--- src/rtl/reg_dump_pkg.sv ---
// reg_dump_pkg: shared FSM states, ASCII constants and hex formatting for reg_dump_sequencer.
package reg_dump_pkg;

    typedef enum logic [1:0] {IDLE, SELECT, SEND, DONE} state_t;

    localparam logic [7:0] ASCII_X  = 8'h78;
    localparam logic [7:0] ASCII_EQ = 8'h3D;
    localparam logic [7:0] ASCII_CR = 8'h0D;
    localparam logic [7:0] ASCII_LF = 8'h0A;
    localparam logic [7:0] ASCII_0  = 8'h30;
    localparam logic [7:0] ASCII_A  = 8'h41;
    localparam int LINE_LEN = 14;

    function automatic logic [7:0] nibble_ascii(input logic [3:0] n);
        return (n < 4'd10) ? ASCII_0 + {4'b0, n} : ASCII_A + {4'b0, n} - 8'd10;
    endfunction

endpackage

--- src/rtl/reg_dump_char_mux.sv ---
// reg_dump_char_mux: picks the ASCII byte of a dump line "xNN=HHHHHHHH\r\n" for a char position.
module reg_dump_char_mux
    import reg_dump_pkg::*;
(
    input  logic [3:0]  iChar,
    input  logic [4:0]  iIdx,
    input  logic [31:0] iSnap,
    output logic [7:0]  oChar
);

    logic [1:0] tens;
    logic [4:0] ones;
    logic [2:0] nib_sel;
    logic [3:0] nib;

    always_comb begin
        tens    = (iIdx >= 5'd30) ? 2'd3 : (iIdx >= 5'd20) ? 2'd2 : (iIdx >= 5'd10) ? 2'd1 : 2'd0;
        ones    = iIdx - {3'b0, tens} * 5'd10;
        // chars 4..11 carry nibbles 7..0 of the snapshot
        nib_sel = 3'(4'd11 - iChar);
        nib     = iSnap[{nib_sel, 2'b00} +: 4];
        oChar   = (iChar == 4'd0)  ? ASCII_X :
                  (iChar == 4'd1)  ? ASCII_0 + {6'b0, tens} :
                  (iChar == 4'd2)  ? ASCII_0 + {3'b0, ones} :
                  (iChar == 4'd3)  ? ASCII_EQ :
                  (iChar == 4'd12) ? ASCII_CR :
                  (iChar == 4'd13) ? ASCII_LF : nibble_ascii(nib);
    end

endmodule

--- src/rtl/reg_dump_sequencer.sv ---
// reg_dump_sequencer: walks registers START_REG..END_REG and streams one ASCII line each to a byte sink.
// Define REG_DUMP_SKIP_ZERO_EN to suppress lines for registers that read as zero.
module reg_dump_sequencer
    import reg_dump_pkg::*;
#(
    parameter int START_REG = 0,
    parameter int END_REG   = 31
)
(
    input  logic        iCLK,
    input  logic        iRST_n,
    input  logic        iStart,
    output logic        oBusy,
    output logic        oDone,
    output logic [4:0]  oRegDispSelect,
    input  logic [31:0] iRegDisp,
    output logic [7:0]  oTxData,
    output logic        oTxValid,
    input  logic        iTxReady
);

    state_t      state_q;
    logic [4:0]  idx_q;
    logic [4:0]  sel_q;
    logic [3:0]  chr_q;
    logic [31:0] snap_q;
    logic        busy_q;
    logic        done_q;
    logic        valid_q;
    logic [7:0]  mux_char;
    logic        last_reg;
    logic        line_end;
    logic        skip;

    assign last_reg = idx_q == 5'(END_REG);
    assign line_end = chr_q == 4'(LINE_LEN - 1);
`ifdef REG_DUMP_SKIP_ZERO_EN
    assign skip = iRegDisp == 32'd0;
`else
    assign skip = 1'b0;
`endif

    always_ff @(posedge iCLK or negedge iRST_n) begin
        if (!iRST_n) begin
            state_q <= IDLE;
            idx_q   <= 5'd0;
            sel_q   <= 5'(START_REG);
            chr_q   <= 4'd0;
            snap_q  <= 32'd0;
            busy_q  <= 1'b0;
            done_q  <= 1'b0;
            valid_q <= 1'b0;
        end else begin
            done_q <= 1'b0;
            case (state_q)
                IDLE: if (iStart) begin
                    state_q <= SELECT;
                    idx_q   <= 5'(START_REG);
                    sel_q   <= 5'(START_REG);
                    busy_q  <= 1'b1;
                end
                SELECT: begin
                    snap_q <= iRegDisp;
                    chr_q  <= 4'd0;
                    if (!skip) begin
                        state_q <= SEND;
                        valid_q <= 1'b1;
                    end else if (last_reg) begin
                        state_q <= DONE;
                        done_q  <= 1'b1;
                    end else begin
                        idx_q <= idx_q + 5'd1;
                        sel_q <= idx_q + 5'd1;
                    end
                end
                SEND: if (iTxReady) begin
                    if (!line_end) begin
                        chr_q <= chr_q + 4'd1;
                    end else begin
                        // compare before incrementing so END_REG=31 never wraps
                        valid_q <= 1'b0;
                        if (last_reg) begin
                            state_q <= DONE;
                            done_q  <= 1'b1;
                        end else begin
                            state_q <= SELECT;
                            idx_q   <= idx_q + 5'd1;
                            sel_q   <= idx_q + 5'd1;
                        end
                    end
                end
                DONE: begin
                    state_q <= IDLE;
                    busy_q  <= 1'b0;
                end
                default: state_q <= IDLE;
            endcase
        end
    end

    reg_dump_char_mux u_char_mux (
        .iChar (chr_q),
        .iIdx  (idx_q),
        .iSnap (snap_q),
        .oChar (mux_char)
    );

    assign oBusy          = busy_q;
    assign oDone          = done_q;
    assign oRegDispSelect = sel_q;
    assign oTxValid       = valid_q;
    assign oTxData        = valid_q ? mux_char : 8'h00;

endmodule

--- config.mk ---
export PLATFORM = sky130hd
export DESIGN_NAME = reg_dump_sequencer
export DESIGN_NICKNAME = d
export VERILOG_FILES = /design/src/rtl/reg_dump_pkg.sv /design/src/rtl/reg_dump_char_mux.sv /design/src/rtl/reg_dump_sequencer.sv
export SDC_FILE = /design/constraint.sdc
export NUM_CORES = 1
export LEC_CHECK = 0
export BUFFER_PORTS_ARGS = -buffer_cell sky130_fd_sc_hd__clkbuf_2
export CORE_UTILIZATION = 47
export DETAILED_ROUTE_END_ITERATION = 8
export PLACE_DENSITY = 0.65
export SETUP_SLACK_MARGIN = 0.2
export SLEW_MARGIN = 20
export SYNTH_ARGS = -nofsm -noshare
export SYNTH_HDL_FRONTEND = slang
export SYNTH_SLANG_ARGS = --single-unit
--- constraint.sdc ---
create_clock -name iCLK -period 3.12 [get_ports iCLK]
set_input_delay 0.624 -clock iCLK [delete_from_list [all_inputs] [get_ports iCLK]]
set_output_delay 0.624 -clock iCLK [all_outputs]
set_load 0.05 [all_outputs]
=== Word-level counts from Yosys, hierarchy flattened ===
Cells that the tools add are included.

* Divide/modulo/power cells: 0
* Reductions and logical operators: 10
* Bitwise operators: 0
* Shifts and indexed selects: 1
* $mul: 1
* Equality and inequality tests: 14
* $add $sub $neg: 9
* Magnitude comparators: 4
* Mux-type cells: 33

{| class="wikitable"
|+ Operators with widths
! operator !! number
|-
| $mux W8 || 8
|-
| $shiftx A32 B6 Y4 || 1
|-
| $mux W5 || 4
|-
| $mux W2 || 6
|-
| $ge A5 B5 Y1 const B || 2
|-
| $ne A2 B2 Y1 const B || 5
|-
| $pmux W5 S2 || 1
|-
| $reduce_and A3 Y1 || 3
|-
| $add A7 B4 Y8 const A || 1
|-
| $eq A4 B2 Y1 const B || 2
|-
| $eq A4 B4 Y1 const B || 2
|-
| $mux W1 || 8
|-
| $mux W4 || 2
|-
| $pmux W2 S4 || 1
|-
| $pmux W4 S2 || 1
|-
| $sub A8 B4 Y8 const B || 1
|-
| $add A6 B2 Y7 const A || 1
|-
| $add A6 B4 Y7 const A || 1
|-
| $add A6 B5 Y7 const A || 1
|-
| $reduce_bool A2 Y1 || 3
|-
| $add A5 B1 Y5 const B || 1
|-
| $eq A5 B5 Y1 const B || 1
|-
| $ge A5 B4 Y1 const B || 1
|-
| $reduce_and A5 Y1 || 1
|-
| 12 further kinds || 14
|}

* Bits in writable memories: 0
* Output and inout port bits: 16
* Memories: 0
* ROM bits: 0
* Bits in latches: 0
* Register bits: 46
* Input bits: 36

=== Depth between registers and ports, before layout ===
* Depth in word-level cells: 12
* Mapped depth: 11
* Depth with buffers taken out: 10

=== Hierarchy ===
A second synthesis with hierarchy kept.

* Cell total of the unflattened synthesis: 255
* Area, all modules: 2807.7 um2

{| class="wikitable"
|+ Modules (own cells, without submodules)
! module !! area an instance (um2) !! sequential area each (um2) !! cells an instance !! instances
|-
| reg_dump_sequencer || 2025.7 || 1151.1 || 155 || 1
|-
| reg_dump_char_mux || 782.0 || 0.0 || 100 || 1
|}

=== Worst setup path after synthesis ===
OpenSTA, ideal clock, no wires.

* Path kind: flip-flop to output port
* Start: reg oRegDispSelect[4] (netlist name)
* End: out oTxData[3]
* Slack: -1.043 ns
* Data arrival time: 3.539 ns
* Cell stages (with the launch flop): 11
* Buffers on the path: 0
* Required time: 2.496 ns
* Cell sequence: dfrtp_1 inv_1 maj3_1 a21oi_1 inv_1 ha_1 fa_1 xor2_1 a21oi_1 nor3_1 a311oi_1

{| class="wikitable"
|+ RTL lines
! item !! RTL line !! RTL
|-
| end, declared || reg_dump_sequencer.sv:17 || <nowiki>output logic [7:0] oTxData,</nowiki>
|}

==> impl_metrics.ini <==
[cts]
path_clk_slew_ns = 0.08
cts.sinks = 46
insertion_delay_ns = 0.29
ctsHtreeMaxLevel = 2
cts_made_buffers = 5
root_buffer = clkbuf_8
cts_max_path_buffers = 2
cts_tree = built

[yosys]
synth.most_common_cell = dfrtp_1
yosysSeqAreaShare_pct = 41.76
yosys-top-cells-area = dfrtp_1 42%, mux2_2 13%, ha_1 5.0%, mux4_1 2.9%, o21ai_0 2.7%
ys_async_sr_fraction_pct = 100.0
syn_area_per_cell_sq_um = 11.03
synth-edff-count = 0
synth-seq-cells = 46
syn-num-nets = 298
netlist_top_cells_count = 46 x dfrtp_1, 33 x mux2_2, 15 x o21ai_0
syn_inst = 250
ys.flop_type = dfrtp_1
syn_area_sq_um = 2756
synth_cell_types = 55
yosysWarningCount = 0
synth_top_cell_area_share_pct = 41.76
synth_area_leader_cell = dfrtp_1

[sta]
setup_viol = 5
worstMarginPinSlew_ns = 0.7758
setup_slack_ns = -0.1287
skew_ns = 0.003920
finalCritPeriodShare_pct = 104.1
max_freq_ghz = 0.3078
slew_headroom_pct = 48.28
drv_slew = 0
hold_viol = 0
post-route-min-period_ns = 3.249
holdWs_ns = 0.3902
rsz0062_at_grt = yes

[critical_path]
rrSetupSlack_ns = 0.66
critical-path-top-delay-family = adder cells
crit_chain = maj3_2 -> a21oi_4 -> inv_2 -> ha_4 -> fa_2 -> xor2_1 -> a21oi_1 -> nor3_2 -> a311oi_4 -> buf_8
crit_required_ns = 2.50
slowest_stage = dfrtp_2
slowest_delay_ns = 0.43
critPathKind = register to output pin
cp_data_arrival_time_ns = 2.62
cp_max_fo = 3
crit_path_end_kind = output pin
critical_path_buf_inv_count = 2
startpoint_type = register

[final_layout]
synthToLayoutAreaGrowth_pct = 30.64
drive_above_1_share_pct = 50.94
final_cells = 392
nFillCells = 447
diodes = 0
final_core_util_pct = 64.60
post-route-cell-area_sq_um = 3601
fin_nets = 367

[global_route]
top_usage_layer = met2
use_met1_pct = 30.78
use_met3_pct = 3.256
grt.overflow.total = 0
grt_pass1_wl_microns = 10090
antenna_found_initial = 0
grt_pass1_vias = 2104
use_met2_pct = 32.17
grt_max_degree = 33
grt.total_usage_pct = 21.16

[routing]
routed_wl_microns = 5903
drtIter0Drc = 66
vias_per_cell = 5.531
wl_per_cell_microns = 15.06
vias = 2168
drcViolationCount = 0
drtAntennaViolNets = 0
firstDrtPassIters = 4

[die]
core_sq_um = 5574
dieArea_sq_um = 6175
die_h_microns = 78.58
num_io_pins = 52
die_w_microns = 78.58
std_cell_rows = 27
start_util_pct = 49.45

[flow_run]
maxCapViolations = 0

[run_status]
status = finished, violations left
violations = setup timing

[worst_hold_path]
hp-class = primary input to async pin

[power_and_ir_drop]
peakVddDrop_mv = 0.9551
p_leak_nw = 1.603
p_per_area_nw_per_um2 = 1118

[place]
dp.cells = 371
dpl_cell_area_sq_um = 3286
io_buffers = 50
gp_congestion = 0.8269
hpwl_microns = 4408
post-place-ws_ns = 0.03386
## layer usage
metal | wire [microns] | vias to the layer above
met1 | 2830 | 1075
li1 | - | 1048
met4 | 59 | 0
met2 | 2835 | 41
met3 | 177 | 4
met5 | 0 | -
## where the power goes
group | total, mW | switching (mW) | leakage (nW) | internal, mW
logic | 2.59 | 1.33 | 1.00 | 1.26
clock network | 0.377 | 0.194 | 0.0489 | 0.183
registers | 1.06 | 0.196 | 0.554 | 0.861
total | 4.03 | 1.72 | 1.60 | 2.30
## placed cells by master, fill, tap and decap left out, types with 3 or more instances in the layout
cell type / n
clkbuf_2: 43
dfrtp_1: 41
mux2_2: 33
buf_4: 29
nor2_1: 13
nand2_1: 12
nand3_1: 10
a21oi_1: 10
o21ai_0: 10
clkbuf_8: 9
inv_1: 8
ha_1: 8
nand2b_1: 5
dfrtp_2: 5
mux2i_1: 4
inv_2: 4
a31oi_1: 4
buf_12: 4
mux4_1: 3
mux2_4: 3
o21ai_2: 3
## worst paths after layout
path | from | end | cells past startpoint
worst max-delay path | oRegDispSelect[1]$_DFFE_PN0P_ | oTxData[3] | 10
worst min-delay path | iRST_n | oBusy$_DFFE_PN0P_ | 1
worst max register to register | chr_q[1]$_DFFE_PN0P_ | oRegDispSelect[3]$_DFFE_PN0P_ | 10
worst min register to register | snap_q[10]$_DFFE_PN0N_ | snap_q[10]$_DFFE_PN0N_ | 1
max in group asynchronous | iRST_n | chr_q[0]$_DFFE_PN0P_ | 2
min in group iCLK | snap_q[10]$_DFFE_PN0N_ | snap_q[10]$_DFFE_PN0N_ | 1
## per-stage QoR
stage / setup TNS, ns / total power, mW
6_report: -0.4332 / 4.025
5_1_grt: -1.181 / 4.292
4_1_cts: -0.3749 / 3.944
3_5_place_dp: 0 / 3.402
3_3_place_gp: 0 / 3.363
2_1_floorplan: 0 / 2.766
## logic make-up after synthesis
logic type / share of synthesized area [%]
other: 0.1360
AOI/OAI and AO/OA: 13.26
buffers and inverters: 4.721
DFF: 41.76
muxes: 22.24
adders and majority gates: 6.083
and+or+nand+nor: 10.53
xor gates and xnor gates: 1.271
## flip-flops by register name, indices dropped and copies added, names as in the netlist
name            flops
snap_q             32
oRegDispSelect      5
chr_q               4
state_q             2
oBusy               1
oDone               1
oTxValid            1
## final cells by class
cell class | count | area (sq um) | area share, %
clock buffers | 7 | 86.33 | 2.398
clock inverters | 1 | 8.758 | 0.2432
inverters | 12 | 45.04 | 1.251
multi-input cells | 174 | 1644 | 45.66
flip-flops and latches | 46 | 1157 | 32.14
well taps | 72 | 90.09 | 2.502
repair buffers | 80 | 569.3 | 15.81
## repair_timing
item | 4_1_cts | 5_1_grt
hold buffers | 0 | 0
hold endpoints to repair | 0 | 0
resized for setup | 20 | 13
buffers inserted | 8 | 5
setup endpoints to repair | 7 | 7
pin swaps | 4 | 3
No activity file was read; power rests on OpenSTA's default activity.
